`src/rtl/regfile_write_arbiter_pkg.sv`:
```
// Shared definitions for the register-file write path.
//   XLEN    : datapath width
//   REG_CNT : number of architectural registers
//   REG_AW  : register address width
//   state_e : arbiter control states (INIT sequence, then RUN)
package rf_pkg;

    localparam int XLEN    = 32;
    localparam int REG_CNT = 32;
    localparam int REG_AW  = 5;

    typedef enum logic [0:0] {
        INIT = 1'b0,
        RUN  = 1'b1
    } state_e;

endpackage

```
`src/rtl/regfile_write_arbiter_if.sv`:
```
// Bus between the writeback requesters and the register-file write arbiter.
//   req_valid / req_ready : per-requester handshake (transfer on valid & ready)
//   req_rd / req_data     : packed per-requester destination and data
//   write_reg / target_reg / write_rd_data : registered register-file write port
//   init_busy             : high while the post-reset init sequence runs
// Modports: master = requester/register-file side, slave = arbiter side.
interface regfile_write_arbiter_if
    import rf_pkg::*;
#(
    parameter int N_REQ = 2,
    parameter int W     = XLEN
);
    logic [N_REQ-1:0]        req_valid;
    logic [N_REQ-1:0]        req_ready;
    logic [N_REQ*REG_AW-1:0] req_rd;
    logic [N_REQ*W-1:0]      req_data;
    logic                    write_reg;
    logic [REG_AW-1:0]       target_reg;
    logic [W-1:0]            write_rd_data;
    logic                    init_busy;

    modport master (
        output req_valid, req_rd, req_data,
        input  req_ready, write_reg, target_reg, write_rd_data, init_busy
    );

    modport slave (
        input  req_valid, req_rd, req_data,
        output req_ready, write_reg, target_reg, write_rd_data, init_busy
    );
endinterface

```
`src/rtl/regfile_write_arbiter_rr_arbiter.sv`:
```
// Combinational round-robin arbiter.
//   valid     : request vector
//   ptr       : highest-priority index this cycle
//   grant     : one-hot grant (zero when nothing is valid)
//   grant_idx : binary index of the granted requester
//   grant_any : at least one request granted
module rr_arbiter #(
    parameter  int N_REQ = 2,
    localparam int PW    = (N_REQ > 1) ? $clog2(N_REQ) : 1
) (
    input  logic [N_REQ-1:0] valid,
    input  logic [PW-1:0]    ptr,
    output logic [N_REQ-1:0] grant,
    output logic [PW-1:0]    grant_idx,
    output logic             grant_any
);

    // Scan from ptr upward with wrap; the first valid index found wins.
    always_comb begin
        int idx;
        // NOTE: every output gets a default before the loop, so no path
        // leaves a signal unassigned and no latch is inferred.
        idx       = 0;
        grant     = '0;
        grant_idx = '0;
        grant_any = 1'b0;
        for (int off = 0; off < N_REQ; off++) begin
            idx = int'(ptr) + off;
            if (idx >= N_REQ) idx = idx - N_REQ;
            if (!grant_any && valid[idx]) begin
                grant[idx] = 1'b1;
                grant_idx  = PW'(idx);
                grant_any  = 1'b1;
            end
        end
    end

endmodule

```
`src/rtl/regfile_write_arbiter.sv`:
```
// Owner of the register-file write port. After reset it writes x0=0 and
// x1..x31=INIT_VAL (one per cycle), then shares the port among N_REQ
// writeback requesters with round-robin arbitration.
//   clk  : clock, all state on posedge
//   rst  : asynchronous, active-low reset
//   bus  : requester handshakes plus registered register-file write outputs
module regfile_write_arbiter
    import rf_pkg::*;
#(
    parameter int          N_REQ    = 2,
    parameter int          W        = XLEN,
    parameter logic [W-1:0] INIT_VAL = {W{1'b1}}
) (
    input  logic                    clk,
    input  logic                    rst,
    regfile_write_arbiter_if.slave  bus
);

    localparam int PW = (N_REQ > 1) ? $clog2(N_REQ) : 1;

    state_e            state_q, state_d;
    logic [REG_AW-1:0] init_cnt_q, init_cnt_d;
    logic [PW-1:0]     rr_ptr_q, rr_ptr_d;
    logic              write_reg_q, write_reg_d;
    logic [REG_AW-1:0] target_reg_q, target_reg_d;
    logic [W-1:0]      write_rd_data_q, write_rd_data_d;

    logic [N_REQ-1:0]  grant;
    logic [PW-1:0]     grant_idx;
    logic              grant_any;
    logic [REG_AW-1:0] sel_rd;
    logic [W-1:0]      sel_data;

    rr_arbiter #(.N_REQ(N_REQ)) u_rr_arbiter (
        .valid     (bus.req_valid),
        .ptr       (rr_ptr_q),
        .grant     (grant),
        .grant_idx (grant_idx),
        .grant_any (grant_any)
    );

    assign sel_rd   = bus.req_rd[int'(grant_idx)*REG_AW +: REG_AW];
    assign sel_data = bus.req_data[int'(grant_idx)*W +: W];

    always_comb begin
        state_d         = state_q;
        init_cnt_d      = init_cnt_q;
        rr_ptr_d        = rr_ptr_q;
        write_reg_d     = 1'b0;
        target_reg_d    = target_reg_q;
        write_rd_data_d = write_rd_data_q;

        unique case (state_q)
            INIT: begin
                write_reg_d     = 1'b1;
                target_reg_d    = init_cnt_q;
                write_rd_data_d = (init_cnt_q == '0) ? '0 : INIT_VAL;
                init_cnt_d      = init_cnt_q + 1'b1;
                if (init_cnt_q == REG_AW'(REG_CNT - 1)) state_d = RUN;
            end
            RUN: begin
                if (grant_any) begin
                    // x0 requests still consume the grant but never write.
                    write_reg_d     = (sel_rd != '0);
                    target_reg_d    = sel_rd;
                    write_rd_data_d = sel_data;
                    rr_ptr_d        = (grant_idx == PW'(N_REQ - 1)) ? '0 : grant_idx + 1'b1;
                end
            end
            default: state_d = INIT;
        endcase
    end

    // NOTE: state registers use non-blocking assignments so every flop
    // samples the pre-edge value of its inputs.
    always_ff @(posedge clk or negedge rst) begin
        if (!rst) begin
            state_q         <= INIT;
            init_cnt_q      <= '0;
            rr_ptr_q        <= '0;
            write_reg_q     <= 1'b0;
            target_reg_q    <= '0;
            write_rd_data_q <= '0;
        end else begin
            state_q         <= state_d;
            init_cnt_q      <= init_cnt_d;
            rr_ptr_q        <= rr_ptr_d;
            write_reg_q     <= write_reg_d;
            target_reg_q    <= target_reg_d;
            write_rd_data_q <= write_rd_data_d;
        end
    end

    assign bus.req_ready     = (state_q == RUN) ? grant : '0;
    assign bus.init_busy     = (state_q == INIT);
    assign bus.write_reg     = write_reg_q;
    assign bus.target_reg    = target_reg_q;
    assign bus.write_rd_data = write_rd_data_q;

endmodule
```
`src/flat_wrapper.sv`:
```
// flat-port wrapper written by rule: the top's interface ports become plain ports
module regfile_write_arbiter_flat import rf_pkg::*;
#(
    parameter int          N_REQ    = 2,
    parameter int          W        = XLEN,
    parameter logic [W-1:0] INIT_VAL = {W{1'b1}}
)
  (clk, rst, bus_req_valid, bus_req_rd, bus_req_data, bus_req_ready, bus_write_reg, bus_target_reg, bus_write_rd_data, bus_init_busy);
  regfile_write_arbiter_if #(.N_REQ(N_REQ), .W(W)) bus_i ();
  input  logic clk;
  input  logic rst;
  input wire logic [$bits(bus_i.req_valid)-1:0] bus_req_valid;
  input wire logic [$bits(bus_i.req_rd)-1:0] bus_req_rd;
  input wire logic [$bits(bus_i.req_data)-1:0] bus_req_data;
  output wire logic [$bits(bus_i.req_ready)-1:0] bus_req_ready;
  output wire logic [$bits(bus_i.write_reg)-1:0] bus_write_reg;
  output wire logic [$bits(bus_i.target_reg)-1:0] bus_target_reg;
  output wire logic [$bits(bus_i.write_rd_data)-1:0] bus_write_rd_data;
  output wire logic [$bits(bus_i.init_busy)-1:0] bus_init_busy;
  assign bus_i.req_valid = bus_req_valid;
  assign bus_i.req_rd = bus_req_rd;
  assign bus_i.req_data = bus_req_data;
  assign bus_req_ready = bus_i.req_ready;
  assign bus_write_reg = bus_i.write_reg;
  assign bus_target_reg = bus_i.target_reg;
  assign bus_write_rd_data = bus_i.write_rd_data;
  assign bus_init_busy = bus_i.init_busy;
  regfile_write_arbiter #(.N_REQ(N_REQ), .W(W), .INIT_VAL(INIT_VAL)) u_core (.clk(clk), .rst(rst), .bus(bus_i));
endmodule
```
`config.mk`:
```
export PLATFORM = sky130hd
export DESIGN_NAME = regfile_write_arbiter_flat
export DESIGN_NICKNAME = d
export VERILOG_FILES = /design/src/rtl/regfile_write_arbiter_pkg.sv /design/src/rtl/regfile_write_arbiter_if.sv /design/src/rtl/regfile_write_arbiter_rr_arbiter.sv /design/src/rtl/regfile_write_arbiter.sv /design/src/flat_wrapper.sv
export SDC_FILE = /design/constraint.sdc
export NUM_CORES = 1
export LEC_CHECK = 0
export CORE_MARGIN = 4
export CORE_UTILIZATION = 26
export CTS_BUF_LIST = sky130_fd_sc_hd__clkbuf_4 sky130_fd_sc_hd__clkbuf_8
export DETAILED_ROUTE_END_ITERATION = 8
export HOLD_SLACK_MARGIN = 0.08
export PLACE_DENSITY = 0.68
export SYNTH_ARGS = -nofsm -noshare
export SYNTH_HDL_FRONTEND = slang
export SYNTH_SLANG_ARGS = --single-unit
```
`constraint.sdc`:
```
create_clock -name clk -period 1.7 [get_ports clk]
set_input_delay 0.34 -clock clk [delete_from_list [all_inputs] [get_ports clk]]
set_output_delay 0.34 -clock clk [all_outputs]
set_load 0.02 [all_outputs]
```
; ---- Word-level counts from Yosys, hierarchy flattened
; Cells that the tools add are included.
[word_totals]
ff_bits = 45
input_bits = 78
output_inout_bits = 41
wordCells = 60
[op_classes]
addsub = 5
n_mul = 1
order_cmp = 6
n_eq_ne = 2
n_shift = 2
n_mux = 29
bitwise_logic = 2
reduce_logical = 7
[op_table]
columns = op, n
row1 = 32-bit 2-to-1 mux, 4
row2 = 32-bit by 1-bit greater-or-equal comparator with 1-bit output (second input constant), 2
row3 = 32-bit by 3-bit < comparator with 1-bit output (second input constant), 2
row4 = 32-bit case mux with 2 select lines, 1
row5 = 64-bit by 7-bit variable part select with 32-bit output, 1
row6 = 10-bit by 32-bit variable part select with 5-bit output, 1
row7 = 1-bit 2-to-1 mux, 16
row8 = 5-bit case mux with 2 select lines, 1
row9 = 2-bit 2-to-1 mux, 3
row10 = 5-bit by 1-bit adder with 5-bit output (second input constant), 1
row11 = 5-bit == test (second input constant), 1
row12 = 5-bit logical NOT, 1
row13 = 5-bit 2-to-1 mux, 1
row14 = 5-bit nonzero test, 1
row15 = 1-bit by 3-bit multiplier with 4-bit output (second input constant), 1
row16 = 1-bit logical AND, 3
row17 = 1-bit by 2-bit subtractor with 3-bit output (second input constant), 1
row18 = 2-bit by 2-bit subtractor with 3-bit output (second input constant), 1
row19 = 1-bit by 1-bit adder with 2-bit output (second input constant), 1
row20 = 1-bit demux with 1-bit select, 2
row21 = 1-bit by 2-bit greater-or-equal comparator with 1-bit output (second input constant), 1
row22 = 2-bit greater-or-equal comparator (second input constant), 1
row23 = 2-bit != test (second input constant), 1
row24 = 2-bit bitwise OR, 1
row25 = 5 further kinds, 5

; ---- Logic depth before layout (Yosys ltp)
; Gate-level depths: netlist of the first run.
[depth]
word_depth = 14
ltp_mapped = 9
mapped_depth_nobuf = 6

; ---- Cells and area by module
; Synthesis of the first run repeated with hierarchy kept, for this count alone.
[hier_totals]
hier_cells = 247
hier_area_um2 = 2452.4
[by_module_without_submodules]
columns = mod, n_inst, cells_each, area_each_um2
row1 = regfile_write_arbiter, 1, 242, 2419.8
row2 = rr_arbiter, 1, 5, 32.5

; ---- Worst setup path before layout of the first run
; Ideal clock, no wire load.
[synth_timing]
kind = flip-flop to flip-flop
startpoint = register u_core.init_cnt_q[0]
endpoint = register u_core.write_rd_data_q[10] (netlist: u_core.bus.write_rd_data[10])
setup_time_ns = 0.087
t_arrival_ns = 1.634
slack_ns = -0.021
stages_incl_launch_ff = 10
path_buffers = 3
period_less_slack_ns = 1.721
cell_sequence = dfrtp_1 > inv_1 > ha_1 > nor4b_1 > or2_1 > buf_6 > and2_4 > buf_6 > buf_6 > a211oi_2
[synth_via]
elab_chain_len = 3
[synth_lines]
columns = item, line
row1 = from (decl), regfile_write_arbiter.sv:22  ; logic [REG_AW-1:0] init_cnt_q, init_cnt_d;
row2 = from (signal assigned), regfile_write_arbiter.sv:86  ; init_cnt_q <= init_cnt_d;
row3 = 5-bit logical NOT, regfile_write_arbiter.sv:57  ; write_rd_data_d = (init_cnt_q == '0) ? '0 : INIT_VAL;
row4 = 32-bit 2-to-1 mux, regfile_write_arbiter.sv:57
row5 = 32-bit case mux with 2 select lines, regfile_write_arbiter.sv:53  ; unique case (state_q)
row6 = to (signal assigned), regfile_write_arbiter.sv:90  ; write_rd_data_q <= write_rd_data_d;
row7 = to (decl), regfile_write_arbiter.sv:26  ; logic [W-1:0] write_rd_data_q, write_rd_data_d;
; No other way between the ends.
; A chain may end at the register's enable or synchronous reset.

; ---- Worst setup path after layout of the first run
[layout_timing]
startpoint = input bus_req_valid[1]
endpoint = output bus_req_ready[1]
[layout_via]
elab_chain_len = 8
word_cells_on_any_way = 13
classes_between = mux: 10 / bitwise: 1 / reduce/logical: 2
[layout_lines]
columns = item, line
row1 = from (decl), flat_wrapper.sv:12  ; input wire logic [$bits(bus_i.req_valid)-1:0] bus_req_valid;
row2 = 1-bit 2-to-1 mux (not written as such) (3 in a row), regfile_write_arbiter_rr_arbiter.sv:30  ; if (!grant_any && valid[idx]) begin
row3 = 1-bit 2-to-1 mux, regfile_write_arbiter_rr_arbiter.sv:30
row4 = 1-bit logical NOT, regfile_write_arbiter_rr_arbiter.sv:30
row5 = 1-bit logical AND, regfile_write_arbiter_rr_arbiter.sv:30
row6 = 2-bit 2-to-1 mux (*), regfile_write_arbiter_rr_arbiter.sv:30
row7 = 2-bit 2-to-1 mux (*), regfile_write_arbiter.sv:94  ; assign bus.req_ready = (state_q == RUN) ? grant : '0;
row8 = to (decl), flat_wrapper.sv:15  ; output wire logic [$bits(bus_i.req_ready)-1:0] bus_req_ready;
; Mark *: on every way between the ends. The rest lies on a longest branch, timed or not. The select of a mux whose other input is x is not followed.

==> out/summary.txt, run 1 <==
Initial antenna violation count: 0
# H-tree levels: 2
Placed cells: 486
Post-synth top flop: dfrtp_1
Kind of critical path: in -> out
Nature of the critical path endpoint: primary output
Global-route wire length before repair: 12,600 um
Clk root buf: clkbuf_8
Max Cap Viol: 0
Overall routing resource usage: 13.4%
Die extent in x: 108 um
Hpwl dp: 5770 um
Residual DRC: 0
Clock sinks: 45
PwrDens: 727 nW/um^2
GRT Max-Usage Layer: met2
Pin count of the biggest net entering global routing: 46
WL per Instance: 15.8 um
Worst-path clk slew: 0.09 ns
Critical path's slowest cell: clkdlybuf4s50_1
Final WL: 7820 um
Slowest stage delay, CP: 0.54 ns
DP Worst Slack: -0.496 ns
Cell count after synthesis: 242
Buffer levels on the longest clock path: 2
Most common cell after layout, fill and taps aside: clkdlybuf4s50_1
R2r worst-path depth: 6
RSZ-0062 raised after global routing: false
Finish-stage setup viols: 0
Clock Skews: 0.0116 ns
Final Util: 42.1%
CTS tree: yes
Cell Chain, Critical Path: clkdlybuf4s50_1 -> nand2_1 -> nor2_1 -> buf_2
Post-DRT Antenna Nets: 0
Total CTS buffers: 5
Ys Warns: 0
Setup WS post-layout: 0.0738 ns
Hold slack final: 0.553 ns
Diode count: 0
EDFF count, synth: 0
Layout cell share with drive strength beyond 1: 18.0%
Worst rel slew slack: 74.8%
Most frequent cells in the layout: clkdlybuf4s50_1, dfrtp_1, o221ai_1, o21ai_0
Peak supply drop: 381 uV
DRT Pass-1 Iters: 5
Run status: finished, final reports clean
M1 GR Usage: 17.1%
Met2 Track Usage GR: 22.3%
Final Hold Viols: 0
Met3 GRT Util: 4.38%
Final max-slew violation count: 0
Req. time, crit path: 1.36 ns
LEAKAGE: 1.63 nW
CP startpoint kind: primary input
Ys async rst share: 100%
Via density: 4.88
Die area: 11,600 sq um
Yosys cell types: 39
Skew-Pair Late Insertion Delay: 0.29 ns
Ranking of synthesized cells by area: dfrtp_1, mux2_2, mux2i_1
Total number of vias: 2,416
Synth Area per Inst: 10.7 sq um
Post-synth net total: 323
Post-place instance area: 3980 sq um
Num rows: 36
Worst hold path class: in -> async
# IOs: 119
Final Net Count: 442
Vias in the first global route: 2,417
Die Y: 108 um
Design area: 4090 sq um
Initial Utilization: 26.7%
Max Fclk: 615 MHz
Mapped cell area: 2590 sq um
RePlAce Congestion: 0.828
Minimum clock period: 1.63 ns
Number of non-filler instances in the completed layout: 495
Crit path arrival time: 1.29 ns
Largest fanout on the critical path: 4
Synth Register Bits: 45
Core box area: 9730 sq um
Tightest Pin Transition: 0.378 ns
Gr ovfl total: 0
Largest area contributor in the netlist: dfrtp_1
Sequential area share after synthesis: 43.4%
Register-to-register setup slack: 0.12 ns
Synth-to-Final Area Change: 57.8%
Largest register FFs: 32
Top cell type's share of synthesized area: 43.4%
Period utilization: 95.7%
DRT iter0 DRCs: 89
Port bufs: 118
-- cells by family (layout without fill, tap and decap cells) --
family	count (synthesis)	after routing	synth area share [%]
multiplexers	35	35	14.4
AND/OR/NAND/NOR	57	57	13.4
AO/OA/AOI/OAI	66	66	20.0
adder cells (fa/ha/maj)	3	3	1.45
buffers and inverters	33	153	6.46
XOR/XNOR	3	3	1.01
flip-flops	45	45	43.4
-- synthesized netlist by cell type (2+ instances only) --
cell type and n:
a21oi_1 2, or4_1 2, o21ai_0 19, inv_1 4, xnor2_1 3, buf_2 10, buf_1 2, o2bb2ai_1 2
dfrtp_1 45, clkbuf_1 10, nor2b_1 4, nand3b_1 17, nor2_1 4, nor3_1 17, nand2_1 3, a211oi_1 9
a211oi_2 10, mux2_2 18, or2_1 2, mux2i_1 17, buf_6 3, o221ai_1 19, o22ai_1 2, ha_1 3
-- layer usage --
layer	part of all wire [%]	wire length (um)
met5	0	0
met4	1.0	79
met3	9.1	711
met2	46	3630
met1	44	3400
-- power breakdown --
part	internal, mW	switching [mW]
clock	0.368	0.359
combinational	0.553	0.449
sequential	1.19	0.0626
total	2.11	0.870
-- area by class of cell --
| cell class | count | area, sq um |
|---|---|---|
| fill | 944 | 5640 |
| sequential | 45 | 1130 |
| timing repair buffer | 140 | 1370 |
| multi-input combinational | 164 | 1310 |
| clock buffer | 7 | 96.3 |
| inverter | 5 | 18.8 |
| tap | 133 | 166 |
| clock inverter | 1 | 5.00 |
-- through the flow --
step,total power [mW],setup TNS [ns]
after global routing,3.14,0
after CTS,3.03,0
final,2.98,0
after global placement,2.26,-10.11
after detailed placement,2.28,-11.96
after floorplan,1.74,-0.190
-- final timing paths --
check | startpoint | to
max in group asynchronous | rst | u_core.bus.write_rd_data[12]
max reg2reg | u_core.init_cnt_q[0] | u_core.bus.write_rd_data[29]
min reg2reg | u_core.init_cnt_q[1] | u_core.bus.target_reg[1]
min | rst | u_core.bus.write_rd_data[0]
max | bus_req_valid[1] | bus_req_ready[1]
min in group clk | u_core.init_cnt_q[1] | u_core.bus.target_reg[1]
-- worst max-delay path: cells and delay by family --
kind | cells | cell delay [ns]
buffers and inverters | 2 | 0.72
and+or+nand+nor | 2 | 0.23
-- timing repair --
action | CTS | global route
pin swaps | 0 | 0
buffers inserted | 0 | 0
resized for setup | 10 | 2
hold buffers | 1 | 0
endpoints found under the hold margin | 45 | 0
setup endpoints to repair | 9 | 2
Power figures use the tool's default switching activity.
==> run 2: changes to the inputs <==
- SETUP_SLACK_MARGIN: unset -> 0.4
==> run 2 against run 1 <==
First-iteration DRC count rose by 21%; critical endpoint is now u_core.bus.write_rd_data[5]; die area stayed put; highest routed layer unchanged; critical path depth increased by 2; flip-flop and latch count unchanged; hold slack got worse by 0.063 ns; non-clock buffer count grew 4; largest cell class is now multi-input combinational cells; combinational power shrank 4%; count of clock-buffer cells in the layout decreased by 2; global-route usage hardly changed; cell count grew 1.0%; via count grew 1.4%.
==> out/summary.txt, run 2 (synthesis gave the netlist of run 1 again) <==
Run status: finished, final reports clean
WL per Instance: 16.2 um
Synth-to-Final Area Change: 61.1%
RSZ-0062 raised after global routing: true
Die area: 11,600 sq um
DP Worst Slack: -0.457 ns
Setup WS post-layout: 0.185 ns
Core box area: 9730 sq um
Final Hold Viols: 0
Skew-Pair Late Insertion Delay: 0.29 ns
Req. time, crit path: 1.91 ns
Final Net Count: 447
Residual DRC: 0
Via density: 4.90
Most common cell after layout, fill and taps aside: clkdlybuf4s50_1
Initial Utilization: 26.7%
Vias in the first global route: 2,533
Layout cell share with drive strength beyond 1: 35.7%
Port bufs: 118
Post-DRT Antenna Nets: 0
Worst-path clk slew: 0.09 ns
Most frequent cells in the layout: clkdlybuf4s50_1, dfrtp_1, buf_2
WL met2: 4140 um
Placed cells: 483
Buffer levels on the longest clock path: 2
Final setup TNS: 0 ns
Crit path arrival time: 1.73 ns
Diode count: 0
Final max-slew violation count: 0
Kind of critical path: reg -> reg
Global-route wire length before repair: 12,600 um
Number of non-filler instances in the completed layout: 500
Die Y: 108 um
Largest fanout on the critical path: 8
Clk root buf: clkbuf_8
Final WL: 8090 um
Clock Skews: 0.00875 ns
LEAKAGE: 1.72 nW
Max Fclk: 660 MHz
DRT iter0 DRCs: 108
Int Pwr: 2.26 mW
RePlAce Congestion: 0.794
Top Metal Used: met4
Max Cap Viol: 0
Design area: 4180 sq um
Sw power: 0.900 mW
CTS tree: yes
PwrDens: 756 nW/um^2
Post-place instance area: 4000 sq um
Flop pwr share: 39.4%
Sw frac: 28.5%
Largest register FFs: 32
Worst rel slew slack: 64.9%
Overall routing resource usage: 13.4%
Comb pwr share: 30.4%
Clock power share: 30.2%
Initial antenna violation count: 0
Metal3 WL: 483 um
Die extent in x: 108 um
Finish-stage setup viols: 0
Worst hold path class: in -> reg
Period utilization: 89.1%
Nature of the critical path endpoint: register
DRT Pass-1 Iters: 4
Total CTS buffers: 5
Pin count of the biggest net entering global routing: 40
Clock sinks: 45
Hpwl dp: 5570 um
Num rows: 36
DRT met1 WL: 3450 um
CP startpoint kind: register
# H-tree levels: 2
Tightest Pin Transition: 0.527 ns
# IOs: 119
Gr ovfl total: 0
Peak supply drop: 448 uV
Total number of vias: 2,449
Minimum clock period: 1.52 ns
==> run 2: changes by cell type in the layout (fill, tap and decap cells not counted), sizes merged <==
cell and delta:
dlygate4sd2 +1, and2 +1, bufinv +2, clkdlybuf4s15 +3
clkbuf +1, clkdlybuf4s50 -42, buf +39
==> run 2: power groups by stage <==
stage | Clock (mW) | Combinational, mW | Sequential (mW)
after detailed placement | 0 | 1.02 | 1.27
after global placement | 0 | 1.00 | 1.27
after CTS | 0.993 | 0.979 | 1.25
after global routing | 1.04 | 1.04 | 1.26
final | 0.955 | 0.960 | 1.24
after floorplan | 0 | 0.347 | 1.41
==> run 2: per-stage QoR <==
step	hold slack, ns	power [mW]	util (%)
final	0.490	3.16	43.0
after global placement	0.352	2.27	41.1
after CTS	0.516	3.22	43.3
after floorplan	0.0444	1.75	-
after detailed placement	0.353	2.29	41.1
after global routing	0.495	3.33	43.0
==> run 2: repair_timing <==
action                     in CTS  in global routing
gates cloned                    1                  2
buffers inserted                3                  2
hold endpoints to repair       21                  0
setup endpoints to repair      82                 66
resized for setup             170                 39
pin swaps                       4                  7
hold buffers                    1                  0
==> run 2: path summary, 6_finish.rpt <==
check / from / to / slack [ns] / depth (start not counted)
max reg2reg: u_core.init_cnt_q[1] / u_core.bus.write_rd_data[5] / 0.18 / 6
max in group asynchronous: rst / u_core.rr_ptr_q / 0.61 / 3
min in group asynchronous: rst / u_core.bus.write_rd_data[28] / 0.57 / 2
min: bus_req_valid[1] / u_core.rr_ptr_q / 0.49 / 3
max: u_core.init_cnt_q[1] / u_core.bus.write_rd_data[5] / 0.18 / 6
min reg2reg: u_core.init_cnt_q[0] / u_core.bus.target_reg[0] / 0.59 / 2
==> run 2: cell type report <==
cell class | count | area [sq um]
clock buffers | 5 | 68.8
flip-flops and latches | 45 | 1130
well taps | 133 | 166
clock inverters | 3 | 65.1
multi-input cells | 165 | 1440
fillers | 968 | 5550
inverters | 5 | 21.3
repair buffers | 144 | 1290
==> run 2: worst max-delay path, stage by stage (launching register included) <==
cell and delay, ns:
dfrtp_1 0.39, inv_2 0.06, ha_4 0.15, nor4b_4 0.12
or2_4 0.28, and2_4 0.20, a211oi_2 0.22
==> run 2: layer usage <==
layer,global-route usage [%],vias up
li1,-,1167
met1,16.3,1201
met2,24.4,79
met3,3.48,2
met4,1.98,0
met5,0,-
